[config.mk]
export PLATFORM = sky130hd
export DESIGN_NAME = mult_div_unit
export DESIGN_NICKNAME = d
export VERILOG_FILES = /design/src/rtl/mult_div_unit.sv
export SDC_FILE = /design/constraint.sdc
export NUM_CORES = 1
export LEC_CHECK = 0
export ABC_AREA = 1
export CORE_MARGIN = 2
export CORE_UTILIZATION = 54
export DETAILED_ROUTE_END_ITERATION = 8
export PLACE_DENSITY = 0.84
export SETUP_SLACK_MARGIN = 0.02
export SLEW_MARGIN = 15
export SYNTH_ARGS = -nofsm -noshare
export SYNTH_HDL_FRONTEND = slang
export SYNTH_SLANG_ARGS = --single-unit
[constraint.sdc]
create_clock -name clk -period 3.1 [get_ports clk]
set_input_delay 0.31 -clock clk [delete_from_list [all_inputs] [get_ports clk]]
set_output_delay 0.31 -clock clk [all_outputs]
set_load 0.05 [all_outputs]
[src/rtl/mult_div_unit.sv]
// mult_div_unit: 34-cycle radix-2 MULT/MULTU/DIV/DIVU into HI/LO; define MTHI_MTLO_EN for the MTHI/MTLO write path
module mult_div_unit #(
    parameter int DATA_WIDTH = 32
) (
    input  logic                  clk,
    input  logic                  reset,
    input  logic                  Start,
    input  logic [1:0]            MDOperation,
    input  logic [DATA_WIDTH-1:0] A,
    input  logic [DATA_WIDTH-1:0] B,
`ifdef MTHI_MTLO_EN
    input  logic                  WriteHI,
    input  logic                  WriteLO,
    input  logic [DATA_WIDTH-1:0] WriteData,
`endif
    output logic                  Busy,
    output logic                  Done,
    output logic                  DivByZero,
    output logic [DATA_WIDTH-1:0] HI,
    output logic [DATA_WIDTH-1:0] LO
);
    localparam int W  = DATA_WIDTH;
    localparam int CW = $clog2(W);

    typedef enum logic [1:0] {IDLE, RUN, FIX} state_t;

    state_t         state, state_n;
    logic [CW-1:0]  cnt;
    logic           is_div, sa, sb, start_ok, dz;
    logic [W-1:0]   m, a_abs, b_abs, quo, rem, q_fix, r_fix;
    logic [2*W-1:0] acc, prod_fix;
    logic [W:0]     add_sum, shl, diff;

    assign start_ok = state == IDLE && Start;
    assign Busy     = state != IDLE;
    assign a_abs    = (!MDOperation[0] && A[W-1]) ? -A : A;
    assign b_abs    = (!MDOperation[0] && B[W-1]) ? -B : B;

    always_comb begin
        state_n = (state == IDLE) ? (Start ? RUN : IDLE) :
                  (state == RUN)  ? ((cnt == '0) ? FIX : RUN) : IDLE;
    end

    always_ff @(posedge clk) begin
        if (!reset) state <= IDLE;
        else        state <= state_n;
    end

    // acc is the product accumulator for multiply and {remainder, quotient} for divide
    always_comb begin
        add_sum  = {1'b0, acc[2*W-1:W]} + (acc[0] ? {1'b0, m} : '0);
        shl      = {acc[2*W-1:W], acc[W-1]};
        diff     = shl - {1'b0, m};
        quo      = acc[W-1:0];
        rem      = acc[2*W-1:W];
        dz       = is_div && m == '0;
        prod_fix = (sa ^ sb) ? -acc : acc;
        q_fix    = dz ? '1 : ((sa ^ sb) ? -quo : quo);
        r_fix    = sa ? -rem : rem;
    end

    always_ff @(posedge clk) begin
        if (!reset) begin
            cnt       <= '0;
            is_div    <= 1'b0;
            sa        <= 1'b0;
            sb        <= 1'b0;
            m         <= '0;
            acc       <= '0;
            HI        <= '0;
            LO        <= '0;
            Done      <= 1'b0;
            DivByZero <= 1'b0;
        end else begin
            Done      <= state == FIX;
            DivByZero <= state == FIX && dz;
            if (start_ok) begin
                cnt    <= CW'(W - 1);
                is_div <= MDOperation[1];
                sa     <= !MDOperation[0] && A[W-1];
                sb     <= !MDOperation[0] && B[W-1];
                m      <= b_abs;
                acc    <= {{W{1'b0}}, a_abs};
            end else if (state == RUN) begin
                cnt <= cnt - 1'b1;
                acc <= !is_div ? {add_sum, acc[W-1:1]} :
                       diff[W] ? {shl[W-1:0], acc[W-2:0], 1'b0} :
                                 {diff[W-1:0], acc[W-2:0], 1'b1};
            end else if (state == FIX) begin
                HI <= is_div ? r_fix : prod_fix[2*W-1:W];
                LO <= is_div ? q_fix : prod_fix[W-1:0];
            end
`ifdef MTHI_MTLO_EN
            else begin
                if (WriteHI) HI <= WriteData;
                if (WriteLO) LO <= WriteData;
            end
`endif
        end
    end
endmodule

Word-level counts from Yosys, hierarchy flattened
Index checks and enable logic that the tools add are counted.

Bits in registers: 172. Memory bits (read-only): 0. Bits in latches: 0. Output and inout bits: 67. Bits in writable memories: 0. Word-level logic and storage cells: 58. Memories kept: 0. Input bits: 69.

Equality and inequality tests: 2. Multiplexer cells: 19. Bitwise gates (word level): 4. Div/mod/pow operators: 0. Add/subtract/negate cells: 8. Shift-type cells: 0. Multipliers: 0. $lt $le $gt $ge: 0. Reduce and logical (&&, ||, !) cells: 13.

Operator list (number): two-way mux 32 bit (10); two-way mux 64 bit (3); negation 32 bit (4); negation 64 bit (1); adder 32 x 32 -> 33 bit (1); subtractor 33 x 32 -> 33 bit (1); logical NOT 32 bit (1); two-way mux 5 bit (2); two-way mux 2 bit (3); logical AND 1 bit (5); logical NOT 5 bit (1); subtractor 5 x 1 -> 5 bit, second input constant (1); nonzero test 2 bit (2); inverter 1 bit (3); AND reduction 3 bit (1); equality test 2 x 1 -> 1 bit, second input constant (1); equality test 2 bit, second input constant (1); logical NOT 2 bit (1); OR reduction 2 bit (1); logical NOT 1 bit (1); two-way mux 1 bit (1); bitwise XOR 1 bit (1).

Depth between registers and ports, before layout
Gate-level depths: netlist of run 1.

Word-level depth: 5. Gate-level depth with buffers: 19. Depth with buffers taken out: 18.

Worst setup path after synthesis of run 1
No wires, ideal clock.

Path kind: register to register. Start: register acc[0]. End: register acc[63]. Path slack: 0.769 ns. Library setup time: 0.117 ns. Arrival time: 2.214 ns. Required time: 2.983 ns. Cell stages (with the launch flop): 19. Path buffers: 2. Cells stage by stage: dfxtp_1 buf_2 clkbuf_1 nand2_1 inv_1 ha_1 fa_1 nand3_1 nand3_1 nand2_1 nand2_1 nand3_1 nand3_1 nand2_1 nand2_1 nand2_1 nand2_1 nor2_1 nor2_1.

Longest elaborated chain between the ends: 3.

RTL lines: start, declared (RTL line 31) `logic [2*W-1:0] acc, prod_fix;`; start signal, assigned (RTL line 83) `acc <= {{W{1'b0}}, a_abs};`; start signal, assigned (RTL line 86) `acc <= !is_div ? {add_sum, acc[W-1:1]} :`; two-way mux 32 bit (RTL line 51) `add_sum = {1'b0, acc[2*W-1:W]} + (acc[0] ? {1'b0, m} : '0);`; adder 32 x 32 -> 33 bit (RTL line 51); two-way mux 64 bit (RTL line 86).

No other way between the ends. A chain may end at the register's enable or synchronous reset.

Worst setup path after layout of run 1
Start: register acc[32]. End: register acc[63].

Longest elaborated chain between the ends: 3. Elaborated cells on any way between the ends: 4. Classes of those cells: 2 x add/sub; 2 x mux.

RTL lines: subtractor 33 x 32 -> 33 bit (RTL line 53) `diff = shl - {1'b0, m};`; two-way mux 64 bit (RTL line 87) `diff[W] ? {shl[W-1:0], acc[W-2:0], 1'b0} :`; two-way mux 64 bit (*) (RTL line 86).

Mark *: on every way between the ends. The rest lies on a longest branch, timed or not.

==> impl_metrics.env, run 1 <==
export IMPL_status="finished, final reports clean"
export IMPL_gr_usage_all_layers=0.404
export IMPL_synth_flop_cell="dfxtp_1"
export IMPL_synth_common_cells="957 x nand2_1, 518 x inv_1, 307 x nor2_1"
export IMPL_antenna_cells=0
export IMPL_max_stage_delay_ps=600
export IMPL_synth_seq_cells=172
export IMPL_yosysMostFrequentCell="nand2_1"
export IMPL_dr_pass1_iters=7
export IMPL_relSlewSlack=0.355
export IMPL_grt_pass1_vias=18700
export IMPL_drv_cap=0
export IMPL_synth_area_mm2=0.0170
export IMPL_ys_types=52
export IMPL_grt_overflow=0
export IMPL_start_util=0.551
export IMPL_dp_cells=3579
export IMPL_timing_fmax_ghz=0.350
export IMPL_final_nets=3343
export IMPL_worstSkewPairLatency_ps=450
export IMPL_tightest_slew_ps=968
export IMPL_grt_max_degree=96
export IMPL_yosysTopAreaCell="nand2_1"
export IMPL_grt_setup_unrepaired="false"
export IMPL_dieArea_mm2=0.0329
export IMPL_multi_input_area_mm2=0.0111
export IMPL_holdWs_ps=293
export IMPL_io_buffer_count=135
export IMPL_cts_resized=0
export IMPL_fin_cells=3611
export IMPL_gp_congestion=1.10
export IMPL_startpoint_type="flip-flop"
export IMPL_num_rows=64
export IMPL_totalWireLength_um=67700
export IMPL_wire_per_inst_um=18.8
export IMPL_die_x_um=181
export IMPL_area_delta_synth_final_pct=13.9
export IMPL_dp_slack_ps=322
export IMPL_path_cells="inv_1, fa_1, inv_1, nand3_2, nand2_2, nand2_2, nand2_2, nand2_2, nand2_2, nand2_4, nand2_4, nand2_1, nand2_4, nor2_1, nor2_1, nor2_1, nor2_1"
export IMPL_cts_setup_buffers=0
export IMPL_cp_arrival_ps=3250
export IMPL_vias_per_cell=5.79
export IMPL_skew_ps=9.92
export IMPL_synth_avg_cell_area_um2=5.48
export IMPL_final_setup_worst_slack_ps=240
export IMPL_postSynth_asyncResetShare=0
export IMPL_ios=136
export IMPL_num_fill_cells=3097
export IMPL_core_mm2=0.0308
export IMPL_hp_class="primary input to flip-flop"
export IMPL_final_period_utilization=0.923
export IMPL_crit_fanout=27
export IMPL_cp_data_required_time_ps=3490
export IMPL_clkTransAtPathRegs_ps=70
export IMPL_synthTopCellsByArea="nand2_1 21%, dfxtp_1 20%, inv_1 11%, o21ai_0 7.6%, nand3_1 7.0%"
export IMPL_finalHoldViolCount=0
export IMPL_detailed_place_hpwl_um=53800
export IMPL_tritoncts="done"
export IMPL_p_per_area_mw_per_mm2=542
export IMPL_end_kind="flip-flop"
export IMPL_regArea_mm2=0.00345
export IMPL_period_minus_slack_ps=2860
export IMPL_final_util=0.628
export IMPL_peakVddDrop_uv=448
export IMPL_reg2reg_slack_ps=240
export IMPL_p_total_mw=10.5
export IMPL_drt_iter0_drc=2673
export IMPL_cts_buffers=17
export IMPL_syn_inst=3103
export IMPL_p_leak_nw=10.0
export IMPL_setup_violations=0
export IMPL_drc_errors=0
export IMPL_post_dp_cell_area_mm2=0.0188
export IMPL_cts_root_buf="clkbuf_16"
export IMPL_fin_area_mm2=0.0194
export IMPL_drive_gt1_frac=0.0429
export IMPL_setup_tns_ps=0
export IMPL_critical_path_slowest_cell="dfxtp_1"
export IMPL_clockBufferDepth=2
export IMPL_die_h_um=181
export IMPL_final_max_slew_viol_count=0
export IMPL_hold_buffers=0
export IMPL_synth_edff_count=0
export IMPL_yosys_area_top_type_share=0.211
export IMPL_htree_levels=4
export IMPL_cpMostUsedCell="nand2_2"
export IMPL_worst_setup_path_type="flip-flop to flip-flop"
export IMPL_antenna_left=0
export IMPL_cts_sinks=172
export IMPL_synth_warnings=0
export IMPL_antenna_found_initial=1
export IMPL_vias=20900
export IMPL_yosysSeqAreaShare=0.203
export IMPL_syn_num_nets=3244
export IMPL_grt_pass1_wl_um=104000
[layout by cell type, fill, tap and decap left out, types with 19 or more instances in the layout]
cell / n
nand4_1: 45
nand2_2: 19
buf_4: 44
nor2_1: 304
nor3_1: 29
inv_1: 518
ha_1: 70
dfxtp_1: 171
xor2_1: 57
a21oi_1: 181
nand2_1: 957
o21ai_0: 258
clkdlybuf4s50_1: 134
nand3_1: 239
[flip-flops by register name, indices dropped and copies added (netlist names)]
register / cells
DivByZero: 1
sa: 1
acc: 64
sb: 1
is_div: 1
Done: 1
HI: 32
m: 32
state: 2
LO: 32
cnt: 5
[per-layer routing]
| layer | vias up | share of wire | GRT usage | wire length, um |
|---|---|---|---|---|
| met1 | 9330 | 0.42 | 0.569 | 28600 |
| met2 | 1370 | 0.40 | 0.588 | 27300 |
| met5 | - | 0.00018 | 0 | 12 |
| met3 | 177 | 0.13 | 0.0953 | 8620 |
| li1 | 10000 | - | - | - |
| met4 | 2 | 0.046 | 0.168 | 3120 |
[worst max-delay path: cells and delay by family, from the launching register on]
family	cells	cell delay, ps
and+or+nand+nor	14	1420
DFF	1	600
adders and majority gates	1	460
buffers and inverters	2	320
[where the power goes]
group	switching, mW	leakage (nW)	internal [mW]
Combinational	3.84	8.33	1.69
Sequential	0.332	1.41	2.42
Clock	1.01	0.294	1.20
[logic make-up after synthesis]
logic type      count (synthesis)  share of synthesized area
flops                         172                      0.203
compound gates                524                      0.166
buf+inv                       629                      0.143
fa+ha+maj                      72                     0.0539
simple gates                 1645                      0.404
xor+xnor                       61                     0.0314
[cell type report]
cell class                 count  area share
inverter                     529       0.103
timing repair buffer         180      0.0876
clock buffer                  21      0.0248
tap                          396      0.0256
multi-input combinational   2302       0.576
clock inverter                11     0.00569
sequential                   172       0.178
[final timing paths]
check / from / endpoint / cells past startpoint
max: acc[32] / acc[63] / 17
min: reset / cnt[4] / 3
max reg2reg: acc[32] / acc[63] / 17
min reg2reg: LO[22] / LO[22] / 2
Note: power is estimated with default switching activity, not from simulation.
==> inputs of run 2 (changes only) <==
--- a/config.mk
+++ b/config.mk
@@ -6,6 +6,7 @@
 export NUM_CORES = 1
 export LEC_CHECK = 0
 export ABC_AREA = 1
+export ABC_CLOCK_PERIOD_IN_PS = 3100
 export CORE_MARGIN = 2
 export CORE_UTILIZATION = 54
 export DETAILED_ROUTE_END_ITERATION = 8
==> results of run 2 <==
No change in the layout: final DEF, timing and power equal those of run 1.
